[src/rtl/cavlc_pkg.sv]
// CAVLC level coding: shared state type, constants and the suffixLength update rule.
package cavlc_pkg;

  localparam int ESC_PREFIX     = 15;
  localparam int ESC_SUFFIX_W   = 12;
  localparam int MAX_SUFFIX_LEN = 6;
  localparam int CODE_W         = 28;
  // Unsigned width of levelCode arithmetic; holds 2*|-4096|-1 without overflow.
  localparam int LC_W           = 15;

  typedef enum logic [1:0] {
    ST_IDLE  = 2'd0,
    ST_T1    = 2'd1,
    ST_LEVEL = 2'd2,
    ST_DRAIN = 2'd3
  } enc_state_e;

  // suffixLength adaptation after a non-trailing-one level. It is shared with
  // the decoder, so encoder and decoder cannot drift apart.
  function automatic logic [2:0] next_suffix_len(input logic [2:0]      suffix_len,
                                                 input logic [LC_W-1:0] level_mag);
    logic [2:0]      sl_v;
    logic [LC_W-1:0] thr_v;
    sl_v  = (suffix_len == 3'd0) ? 3'd1 : suffix_len;
    thr_v = 15'd3 << (sl_v - 3'd1);
    if ((level_mag > thr_v) && (sl_v < 3'(MAX_SUFFIX_LEN))) begin
      sl_v = sl_v + 3'd1;
    end else begin
      sl_v = sl_v;
    end
    return sl_v;
  endfunction

endpackage

[src/rtl/level_code_mapper.sv]
// Combinational mapping of one signed level to its level_prefix/level_suffix codeword.
module level_code_mapper
  import cavlc_pkg::*;
#(
  parameter int LEVEL_W = 13
) (
  input  logic signed [LEVEL_W-1:0] level,
  input  logic        [2:0]         suffix_len,
  input  logic                      first_level,
  output logic        [CODE_W-1:0]  code_word,
  output logic        [4:0]         code_len,
  output logic                      err,
  output logic        [LC_W-1:0]    level_mag
);

  logic [LC_W-1:0]         level_ext_s;
  logic [LC_W-1:0]         level_code_s;
  logic [LC_W-1:0]         esc_base_s;
  logic [LC_W-1:0]         esc_raw_s;
  logic [4:0]              prefix_s;
  logic [4:0]              suf_len_s;
  logic [ESC_SUFFIX_W-1:0] suffix_s;
  logic                    escape_s;
  logic                    zero_s;

  // Magnitude and levelCode. A zero level is illegal and maps to levelCode 0.
  // The first-level adjustment is applied only when it cannot go negative
  // (a +/-1 there means the block is malformed; it is coded unadjusted).
  always_comb begin
    level_ext_s = {{(LC_W-LEVEL_W){level[LEVEL_W-1]}}, level};
    zero_s      = (level_ext_s == {LC_W{1'b0}});
    if (level[LEVEL_W-1]) begin
      level_mag = {LC_W{1'b0}} - level_ext_s;
    end else begin
      level_mag = level_ext_s;
    end
    if (zero_s) begin
      level_code_s = 15'd0;
    end else if (level[LEVEL_W-1]) begin
      level_code_s = (level_mag << 1) - 15'd1;
    end else begin
      level_code_s = (level_mag << 1) - 15'd2;
    end
    if (first_level && (level_code_s >= 15'd2)) begin
      level_code_s = level_code_s - 15'd2;
    end else begin
      level_code_s = level_code_s;
    end
  end

  // Prefix/suffix split, escape handling with suffix saturation, codeword assembly.
  always_comb begin
    esc_base_s = 15'd15 << suffix_len;
    escape_s   = 1'b0;
    esc_raw_s  = 15'd0;
    prefix_s   = 5'd0;
    suf_len_s  = 5'd0;
    suffix_s   = 12'd0;
    if (suffix_len == 3'd0) begin
      if (level_code_s < 15'd14) begin
        prefix_s = 5'(level_code_s);
      end else if (level_code_s < 15'd30) begin
        prefix_s  = 5'd14;
        suf_len_s = 5'd4;
        suffix_s  = 12'(level_code_s - 15'd14);
      end else begin
        escape_s  = 1'b1;
        esc_raw_s = level_code_s - 15'd30;
      end
    end else begin
      if (level_code_s < esc_base_s) begin
        prefix_s  = 5'(level_code_s >> suffix_len);
        suf_len_s = {2'd0, suffix_len};
        suffix_s  = 12'(level_code_s & ((15'd1 << suffix_len) - 15'd1));
      end else begin
        escape_s  = 1'b1;
        esc_raw_s = level_code_s - esc_base_s;
      end
    end
    if (escape_s) begin
      prefix_s  = 5'(ESC_PREFIX);
      suf_len_s = 5'(ESC_SUFFIX_W);
      if (esc_raw_s > 15'd4095) begin
        suffix_s = 12'hFFF;
      end else begin
        suffix_s = 12'(esc_raw_s);
      end
    end else begin
      suffix_s = suffix_s;
    end
    err       = zero_s || (escape_s && (esc_raw_s > 15'd4095));
    code_word = ({{(CODE_W-1){1'b0}}, 1'b1} << suf_len_s)
              | {{(CODE_W-ESC_SUFFIX_W){1'b0}}, suffix_s};
    code_len  = prefix_s + 5'd1 + suf_len_s;
  end

endmodule

[src/rtl/level_encoding_unit.sv]
// CAVLC level encoder: block FSM, suffixLength tracking and single-entry codeword register.
module level_encoding_unit
  import cavlc_pkg::*;
#(
  parameter int LEVEL_W = 13
) (
  input  logic                      Clk,
  input  logic                      nReset,
  input  logic                      BlockStart,
  input  logic        [4:0]         TotalCoeff,
  input  logic        [1:0]         TrailingOnes,
  output logic                      Busy,
  input  logic signed [LEVEL_W-1:0] LevelIn,
  input  logic                      LevelValid,
  output logic                      LevelReady,
  output logic        [CODE_W-1:0]  CodeWord,
  output logic        [4:0]         CodeLen,
  output logic                      CodeValid,
  input  logic                      CodeReady,
  output logic                      BlockDone,
  output logic                      LevelErr
);

  enc_state_e        state_r;
  logic              busy_r;
  logic [4:0]        cnt_r;
  logic [1:0]        t1_left_r;
  logic [2:0]        sl_r;
  logic              first_r;
  logic              adj_r;
  logic [CODE_W-1:0] code_word_r;
  logic [4:0]        code_len_r;
  logic              code_valid_r;
  logic              done_r;
  logic              err_r;

  logic [CODE_W-1:0] map_word_s;
  logic [4:0]        map_len_s;
  logic              map_err_s;
  logic [LC_W-1:0]   map_mag_s;
  logic [CODE_W-1:0] next_word_s;
  logic [4:0]        next_len_s;
  logic              next_err_s;
  logic              level_ready_s;
  logic              lvl_hs_s;
  logic              code_hs_s;

  level_code_mapper #(.LEVEL_W(LEVEL_W)) u_mapper (
    .level       (LevelIn),
    .suffix_len  (sl_r),
    .first_level (first_r && adj_r),
    .code_word   (map_word_s),
    .code_len    (map_len_s),
    .err         (map_err_s),
    .level_mag   (map_mag_s)
  );

  assign level_ready_s = ((state_r == ST_T1) || (state_r == ST_LEVEL))
                       && (!code_valid_r || CodeReady);
  assign lvl_hs_s      = LevelValid && level_ready_s;
  assign code_hs_s     = code_valid_r && CodeReady;

  // Select the trailing-one sign bit or the prefix/suffix codeword for the current level.
  always_comb begin
    if (state_r == ST_T1) begin
      next_word_s = {{(CODE_W-1){1'b0}}, LevelIn[LEVEL_W-1]};
      next_len_s  = 5'd1;
      next_err_s  = (map_mag_s != 15'd1);
    end else begin
      next_word_s = map_word_s;
      next_len_s  = map_len_s;
      next_err_s  = map_err_s;
    end
  end

  // Block FSM, remaining-level counters and suffixLength adaptation.
  always_ff @(posedge Clk or negedge nReset) begin
    if (!nReset) begin
      state_r   <= ST_IDLE;
      busy_r    <= 1'b0;
      cnt_r     <= 5'd0;
      t1_left_r <= 2'd0;
      sl_r      <= 3'd0;
      first_r   <= 1'b0;
      adj_r     <= 1'b0;
      done_r    <= 1'b0;
    end else begin
      done_r <= 1'b0;
      case (state_r)
        ST_IDLE: begin
          if (BlockStart) begin
            cnt_r     <= TotalCoeff;
            t1_left_r <= TrailingOnes;
            sl_r      <= ((TotalCoeff > 5'd10) && (TrailingOnes < 2'd3)) ? 3'd1 : 3'd0;
            adj_r     <= (TrailingOnes < 2'd3);
            first_r   <= 1'b1;
            if (TotalCoeff == 5'd0) begin
              done_r <= 1'b1;
            end else if (TrailingOnes != 2'd0) begin
              state_r <= ST_T1;
              busy_r  <= 1'b1;
            end else begin
              state_r <= ST_LEVEL;
              busy_r  <= 1'b1;
            end
          end
        end
        ST_T1: begin
          if (lvl_hs_s) begin
            cnt_r     <= cnt_r - 5'd1;
            t1_left_r <= t1_left_r - 2'd1;
            if (cnt_r == 5'd1) begin
              state_r <= ST_DRAIN;
            end else if (t1_left_r == 2'd1) begin
              state_r <= ST_LEVEL;
            end
          end
        end
        ST_LEVEL: begin
          if (lvl_hs_s) begin
            cnt_r   <= cnt_r - 5'd1;
            first_r <= 1'b0;
            sl_r    <= next_suffix_len(sl_r, map_mag_s);
            if (cnt_r == 5'd1) begin
              state_r <= ST_DRAIN;
            end
          end
        end
        ST_DRAIN: begin
          if (code_hs_s) begin
            state_r <= ST_IDLE;
            busy_r  <= 1'b0;
            done_r  <= 1'b1;
          end
        end
        default: begin
          state_r <= ST_IDLE;
          busy_r  <= 1'b0;
        end
      endcase
    end
  end

  // Single-entry codeword register; the error pulse is aligned with its codeword.
  always_ff @(posedge Clk or negedge nReset) begin
    if (!nReset) begin
      code_word_r  <= {CODE_W{1'b0}};
      code_len_r   <= 5'd0;
      code_valid_r <= 1'b0;
      err_r        <= 1'b0;
    end else begin
      err_r <= lvl_hs_s && next_err_s;
      if (lvl_hs_s) begin
        code_word_r  <= next_word_s;
        code_len_r   <= next_len_s;
        code_valid_r <= 1'b1;
      end else if (code_hs_s) begin
        code_valid_r <= 1'b0;
      end
    end
  end

  assign Busy       = busy_r;
  assign LevelReady = level_ready_s;
  assign CodeWord   = code_word_r;
  assign CodeLen    = code_len_r;
  assign CodeValid  = code_valid_r;
  assign BlockDone  = done_r;
  assign LevelErr   = err_r;

endmodule

[config.mk]
export PLATFORM = sky130hd
export DESIGN_NAME = level_encoding_unit
export DESIGN_NICKNAME = d
export VERILOG_FILES = /design/src/rtl/cavlc_pkg.sv /design/src/rtl/level_code_mapper.sv /design/src/rtl/level_encoding_unit.sv
export SDC_FILE = /design/constraint.sdc
export NUM_CORES = 1
export LEC_CHECK = 0
export CAP_MARGIN = 25
export CELL_PAD_IN_SITES_DETAIL_PLACEMENT = 0
export CELL_PAD_IN_SITES_GLOBAL_PLACEMENT = 1
export CORE_MARGIN = 5
export CORE_UTILIZATION = 43
export CTS_BUF_LIST = sky130_fd_sc_hd__clkbuf_4 sky130_fd_sc_hd__clkbuf_8 sky130_fd_sc_hd__clkbuf_16
export DETAILED_ROUTE_END_ITERATION = 7
export PLACE_DENSITY = 0.78
export SLEW_MARGIN = 20
export SYNTH_ARGS = -nofsm -noshare
export SYNTH_HDL_FRONTEND = slang
export SYNTH_SLANG_ARGS = --single-unit
[constraint.sdc]
create_clock -name Clk -period 6.5 [get_ports Clk]
set_input_delay 1.3 -clock Clk [delete_from_list [all_inputs] [get_ports Clk]]
set_output_delay 1.3 -clock Clk [all_outputs]
set_load 0.02 [all_outputs]
==> results of run 1 <==
[layer usage]
layer | routed length, um | up-vias | GRT usage (%) | share of wire [%]
li1 | - | 3367 | - | -
met1 | 10220 | 3335 | 37.42 | 45
met2 | 10490 | 258 | 43.62 | 47
met3 | 1242 | 38 | 2.625 | 5.5
met4 | 522 | 0 | 7.553 | 2.3
met5 | 0 | - | 0 | 0
[how the worst max path moves through the flow]
stage	end	slack [ns]
2_1_floorplan	CodeLen[4]$_DFFE_PN0P_	-0.85
3_3_place_gp	CodeLen[4]$_DFFE_PN0P_	-0.92
3_5_place_dp	CodeLen[2]$_DFFE_PN0P_	-1.09
4_1_cts	CodeLen[3]$_DFFE_PN0P_	-0.58
5_1_grt	CodeLen[4]$_DFFE_PN0P_	-0.85
6_report	CodeLen[4]$_DFFE_PN0P_	-0.58
[report_power, final]
part	switching (uW)	internal, uW	leakage [uW]	total (uW)
clock network	94.4	146	0.0000703	240
registers	116	353	0.000480	470
logic	1420	1170	0.00330	2590
[layout by cell type (no fill, tap or decap), drive strengths merged, types with 10 or more instances in the layout]
cell,synthesis,final
buf,19,220
nand2,79,79
nor2,71,71
o21ai,56,56
inv,46,46
ha,42,42
clkdlybuf4s50,0,41
dfrtp,39,39
a21oi,39,39
nand3,37,37
xnor2,27,27
o211ai,22,22
nor3,21,21
xor2,19,19
mux2i,16,16
a31oi,15,15
and2,14,14
nand4,13,13
nor2b,13,13
conb,1,12
a21o,11,11
o31ai,11,11
or3,10,10
o22ai,10,10
[critical path: cells and delay by family]
family | cells | cell delay, ns
AO/OA/AOI/OAI | 12 | 1.66
multiplexers | 1 | 0.31
XOR/XNOR | 3 | 0.52
AND/OR/NAND/NOR | 9 | 1.91
buffers and inverters | 8 | 0.76
adder cells (fa/ha/maj) | 3 | 0.76
[synth_stat cells (all sizes together) (5+ instances only)]
| cell | instances | area, um2 |
|---|---|---|
| a211oi | 9 | 77.57 |
| a21boi | 5 | 37.54 |
| a21o | 11 | 82.58 |
| a21oi | 39 | 202.7 |
| a22oi | 5 | 37.54 |
| a31oi | 15 | 121.4 |
| and2 | 14 | 90.09 |
| and3 | 9 | 56.30 |
| buf | 19 | 136.4 |
| clkbuf | 29 | 108.9 |
| dfrtp | 39 | 975.9 |
| ha | 42 | 525.5 |
| inv | 46 | 172.7 |
| mux2i | 16 | 185.2 |
| nand2 | 79 | 296.5 |
| nand2b | 8 | 50.05 |
| nand3 | 37 | 190.2 |
| nand4 | 13 | 81.33 |
| nor2 | 71 | 269.0 |
| nor2b | 13 | 81.33 |
| nor3 | 21 | 110.1 |
| nor4 | 8 | 65.06 |
| o2111ai | 5 | 43.79 |
| o211ai | 22 | 170.2 |
| o21a | 9 | 67.56 |
| o21ai | 56 | 291.5 |
| o22ai | 10 | 62.56 |
| o31ai | 11 | 101.3 |
| or3 | 10 | 62.56 |
| or4 | 6 | 52.55 |
| xnor2 | 27 | 255.3 |
| xor2 | 19 | 181.4 |
[per-stage QoR]
stage	setup TNS (ns)	cells	util [%]
2_1_floorplan	-5.496	804	-
6_report	-5.164	1210	63.69
3_5_place_dp	-16.64	1175	58.48
4_1_cts	-5.676	1206	61.86
5_1_grt	-9.382	1210	63.69
3_3_place_gp	-13.84	1175	58.48
[registers in the layout, summed over array words and instances, names as in the netlist, 2 cells and up]
register,count
sl_r,3
CodeWord,16
t1_left_r,2
cnt_r,5
state_r,2
CodeLen,5
[cells by family after synthesis]
| family | Yosys count | synth area share [%] |
|---|---|---|
| and+or+nand+nor | 306 | 25.88 |
| AOI/OAI and AO/OA | 236 | 28.87 |
| buffers and inverters | 97 | 7.176 |
| adders and majority gates | 46 | 9.791 |
| xor gates and xnor gates | 46 | 7.301 |
| DFF | 39 | 16.32 |
| muxes | 22 | 4.602 |
| other | 1 | 0.06270 |
[what timing repair did]
action                     in CTS  in global routing
buffers inserted               22                  4
setup endpoints to repair      19                 19
pin swaps                      35                 43
gates cloned                    1                  0
resized for setup              49                 48
[cell type report]
cell class	instances	share of cell area, %
inverter	49	2.254
multi-input combinational	668	57.14
sequential	39	11.13
tap	180	2.567
clock buffer	6	1.512
timing repair buffer	266	25.26
clock inverter	2	0.1426
==> flow_metrics.py, run 1 <==
metrics = {
    "status": {
        "run_status": "finished with violations",
        "violations": "setup timing",
    },
    "finish": {
        "antenna_cells_inserted": 0,
        "layout.filler_cells": 1217,
        "layout-drive-gt1-share_pct": 32.82,
        "fin_area_um2": 8772,
        "final-seq-area_um2": 975.9,
        "multi_input_comb_area_um2": 5012,
        "fin_nets": 1098,
        "areaGrowthSynthToFinish_pct": 46.67,
    },
    "clocking": {
        "clock_sink_total": 39,
        "cts-hold-fix-buffers": 0,
        "htree_depth": 2,
        "clockRootBuffer": "sky130_fd_sc_hd__clkbuf_16",
        "cts_made_buffers": 5,
        "clock_tree_from_tritoncts": "done",
        "cts.reportedPaths.clkPinSlew_ns": 0.06,
        "cts_max_path_buffers": 2,
        "clkLatencyLatePin_ns": 0.28,
    },
    "global_route": {
        "grt_first_pass_wirelength_mm": 35.15,
        "globalRoute.totalOverflow": 0,
        "via_count_of_the_first_global_routing_pass": 6764,
        "number_of_antenna_violations_at_the_first_check_in_global_routing": 0,
        "grt_max_degree": 40,
        "globalRouteTotalUtil_pct": 26.66,
    },
    "setup_path": {
        "cp-start-kind": "primary input",
        "r2r_cells": 19,
        "timing.critical_path.to_type": "flop",
        "crit_path_frequent_cell": "sky130_fd_sc_hd__buf_6",
        "startpoint_of_the_worst_register_to_register_path": "sl_r[1]$_DFFE_PN0P_",
        "timing_worst_setup_path_type": "in2reg",
        "worstPathMaxFanout": 3,
        "critical_path.startpoint": "LevelIn[3]",
        "timing.critical_path.slowest_stage_cell": "sky130_fd_sc_hd__or4_4",
        "critical_path.max_stage_delay_ns": 0.56,
        "critical_path_arrival_ns": 7.23,
        "required_ns": 6.66,
        "rrSetupSlack_ns": 1.42,
        "r2r-end": "sl_r[1]$_DFFE_PN0P_",
    },
    "min_path": {
        "min_delay_path_depth": 1,
        "hp_class": "reg2reg",
        "hold_end": "CodeWord[12]$_DFFE_PN0P_",
        "holdCritStartpoint": "CodeWord[12]$_DFFE_PN0P_",
    },
    "logic_synthesis": {
        "postSynthCellCount": 793,
        "synth_async_sr_flop_share_pct": 100.0,
        "synth-edff-count": 0,
        "fraction_of_the_yosys_area_taken_by_sequential_cells_pct": 16.32,
        "synth_cell_types": 94,
        "synth-seq-cells": 39,
        "mappedNetlistArea_um2": 5981,
        "avgSynthCellArea_um2": 7.542,
        "synthFlopType": "sky130_fd_sc_hd__dfrtp_1",
        "yosysWarnings": 0,
    },
    "power_and_ir_drop": {
        "ir_drop_mv": 0.2342,
        "report.power.total_uw": 3298,
        "power_density_nw_per_um2": 375.9,
        "p_leak_uw": 0.003847,
    },
    "sta": {
        "slew_headroom_pct": 38.06,
        "worstMarginPinSlew_ns": 0.9268,
        "setup_repair_after_global_routing_missed_its_margin": "true",
        "fin_ws_ns": -0.5763,
        "clock.fmax_ghz": 0.1413,
        "final.setup_skew_ns": 0.004994,
        "final.period_utilization_pct": 108.9,
        "fin_hold_ws_ns": 0.4746,
        "finalSetupViolCount": 17,
        "final_hold_violations": 0,
        "finalMaxSlewViolations": 0,
        "post-route-min-period_ns": 7.076,
    },
    "placed_design": {
        "weighted_congestion_reported_at_the_end_of_routability_driven_placement": 0.9850,
        "post-dp-hpwl_mm": 17.39,
        "post_dp_cell_area_um2": 8055,
        "io_buffers": 50,
        "pre_cts_slack_ns": -1.093,
    },
    "floorplanning": {
        "fp.dieH_um": 127.9,
        "i_o_pins": 63,
        "die_area_um2": 16370,
        "die-width_um": 127.9,
        "std_cell_rows": 43,
        "core-area_um2": 13770,
        "initial_core_utilization_pct": 43.42,
    },
    "detailed_routing": {
        "vias_per_cell": 5.783,
        "routed_wire_length_per_instance_um": 18.57,
        "routed-via-count": 6998,
        "wirelength_mm": 22.47,
        "route.antenna.remaining_nets": 0,
        "detail_route.first_pass.iterations": 5,
        "detail_route.drc_violations": 0,
        "initialDrtViolationCount": 504,
    },
    "flow_run": {
        "maxCapViolations": 0,
    },
}
No activity file was read; power rests on OpenSTA's default activity.
==> run 2, diff against run 1 <==
- CORE_ASPECT_RATIO: unset -> 1.1
- GPL_ROUTABILITY_DRIVEN: unset -> 0
==> run 2 against run 1 <==
Net effect:
- the flow still finishes with violations (setup timing)
- hold slack better by 0.0031 ns
- combinational power up 2%
- first-iteration DRC count grew 13%
- wire length shrank 2.5%
- total power rose by 2.9%
- final area rose by 2.7%
- final cell count rose by 1.9%
- critical path depth fell by 3
- via count is 2.5% higher
- non-clock buffer count up 15
- clock power increased by 19%
- critical path type unchanged
- highest routed layer unchanged
==> flow_metrics.py, run 2 (synthesized netlist as in run 1, its figures left out) <==
metrics = {
    "status": {
        "run_status": "finished with violations",
        "violations": "setup timing",
    },
    "detailed_routing": {
        "wirelength_mm": 21.92,
        "detail_route.drc_violations": 0,
        "routed_wire_length_per_instance_um": 17.78,
        "vias_per_cell": 5.815,
        "detail_route.first_pass.iterations": 5,
        "initialDrtViolationCount": 572,
        "route.antenna.remaining_nets": 0,
        "routed-via-count": 7170,
    },
    "sta": {
        "slew_headroom_pct": 40.70,
        "fin_ws_ns": -0.4171,
        "finalMaxSlewViolations": 0,
        "worstMarginPinSlew_ns": 0.8896,
        "setup_repair_after_global_routing_missed_its_margin": "true",
        "post-route-min-period_ns": 6.917,
        "clock.fmax_ghz": 0.1446,
        "final_hold_violations": 0,
        "final.period_utilization_pct": 106.4,
        "finalSetupViolCount": 17,
        "final.setup_skew_ns": 0.006451,
    },
    "min_path": {
        "hold_end": "CodeWord[12]$_DFFE_PN0P_",
        "holdCritStartpoint": "CodeWord[12]$_DFFE_PN0P_",
        "min_delay_path_depth": 1,
        "hp_class": "reg2reg",
    },
    "clocking": {
        "cts_made_buffers": 5,
        "htree_depth": 2,
        "clkLatencyLatePin_ns": 0.28,
        "clockRootBuffer": "sky130_fd_sc_hd__clkbuf_16",
        "clock_sink_total": 39,
        "cts-hold-fix-buffers": 0,
        "cts_max_path_buffers": 2,
        "cts.reportedPaths.clkPinSlew_ns": 0.06,
        "clock_tree_from_tritoncts": "done",
    },
    "finish": {
        "fin_nets": 1113,
        "multi_input_comb_area_um2": 5112,
        "antenna_cells_inserted": 0,
        "most_common_library_cell_in_the_layout_ignoring_fill_and_taps": "sky130_fd_sc_hd__buf_4",
        "layout-drive-gt1-share_pct": 35.31,
        "layout.filler_cells": 1176,
        "areaGrowthSynthToFinish_pct": 50.69,
        "largest_reg_flops": 16,
        "final-seq-area_um2": 975.9,
        "most-common-layout-cells": "sky130_fd_sc_hd__buf_4 (212), sky130_fd_sc_hd__nand2_1 (74), sky130_fd_sc_hd__nor2_1 (67), sky130_fd_sc_hd__o21ai_0 (41), sky130_fd_sc_hd__clkdlybuf4s50_1 (41)",
        "fin_area_um2": 9012,
        "final_core_util_pct": 65.60,
    },
    "global_route": {
        "globalRouteTotalUtil_pct": 25.79,
        "number_of_antenna_violations_at_the_first_check_in_global_routing": 0,
        "via_count_of_the_first_global_routing_pass": 7002,
        "grt_max_degree": 40,
        "globalRoute.totalOverflow": 0,
        "grt_first_pass_wirelength_mm": 34.52,
    },
    "setup_path": {
        "critical_path.startpoint": "LevelIn[2]",
        "cp.buffers_inverters": 6,
        "critical_path_arrival_ns": 7.08,
        "timing_worst_setup_path_type": "in2reg",
        "critical_path.max_stage_delay_ns": 0.54,
        "critical_path.top_delay_family": "simple AND/OR/NAND/NOR gates",
        "cp-start-kind": "primary input",
        "required_ns": 6.66,
        "worstPathMaxFanout": 8,
        "timing.critical_path.to_type": "flop",
        "r2r_cells": 19,
        "r2r-end": "sl_r[0]$_DFFE_PN0P_",
        "rrSetupSlack_ns": 1.42,
        "timing.critical_path.slowest_stage_cell": "sky130_fd_sc_hd__or4_4",
        "startpoint_of_the_worst_register_to_register_path": "sl_r[1]$_DFFE_PN0P_",
    },
    "placed_design": {
        "post-dp-hpwl_mm": 16.81,
        "io_buffers": 50,
        "post_dp_cell_area_um2": 8100,
    },
    "flow_run": {
        "maxCapViolations": 0,
    },
    "power_and_ir_drop": {
        "report.power.total_uw": 3394,
        "power_density_nw_per_um2": 376.6,
        "p_leak_uw": 0.003949,
        "ir_drop_mv": 0.1537,
    },
    "floorplanning": {
        "initial_core_utilization_pct": 43.53,
        "std_cell_rows": 45,
        "die-width_um": 122.4,
        "die_area_um2": 16370,
        "i_o_pins": 63,
        "fp.dieH_um": 133.7,
        "core-area_um2": 13740,
    },
}
run 2: final cells by class:
type | instances | area share, %
Clock inverter | 2 | 0.3887
Timing Repair Buffer | 281 | 25.70
Sequential cell | 39 | 10.83
Multi-Input combinational cell | 668 | 56.73
Tap cell | 188 | 2.610
Clock buffer | 6 | 1.541
Inverter | 49 | 2.207
run 2: how the worst max path moves through the flow:
stage | end | slack [ns] | depth (start not counted)
2_1_floorplan | CodeLen[4]$_DFFE_PN0P_ | -0.85 | 34
3_3_place_gp | CodeLen[4]$_DFFE_PN0P_ | -0.97 | 32
3_5_place_dp | CodeLen[3]$_DFFE_PN0P_ | -1.24 | 31
4_1_cts | CodeLen[3]$_DFFE_PN0P_ | -0.42 | 31
5_1_grt | CodeLen[4]$_DFFE_PN0P_ | -0.64 | 31
6_report | CodeLen[4]$_DFFE_PN0P_ | -0.42 | 33
run 2: power breakdown:
group | internal [uW] | switching (uW)
clock network | 191 | 95.5
registers | 353 | 112
logic | 1220 | 1420
total | 1770 | 1630
run 2: metal layers:
| metal | wire length, um | vias to the layer above | GRT usage (%) |
|---|---|---|---|
| li1 | - | 3390 | - |
| met1 | 9112 | 3444 | 32.68 |
| met2 | 10980 | 274 | 45.19 |
| met3 | 1144 | 62 | 2.208 |
| met4 | 677 | 0 | 9.521 |
| met5 | 0 | - | 0 |
run 2: timing repair:
item	CTS	global route
pin swaps	44	51
gates resized for setup	65	62
cloned	0	0
hold endpoints to repair	0	0
buffers inserted	20	19
setup endpoints to repair	19	19
run 2: through the flow:
| stage | instances | hold WS (ns) | setup TNS, ns | setup slack, ns |
|---|---|---|---|---|
| after floorplan | 804 | 0.4971 | -5.496 | -0.8478 |
| after global placement | 1186 | 0.4577 | -13.24 | -0.9748 |
| after detailed placement | 1186 | 0.4687 | -18.01 | -1.242 |
| after CTS | 1214 | 0.4836 | -2.192 | -0.4242 |
| after global routing | 1233 | 0.5030 | -5.979 | -0.6382 |
| final | 1233 | 0.4777 | -2.797 | -0.4171 |
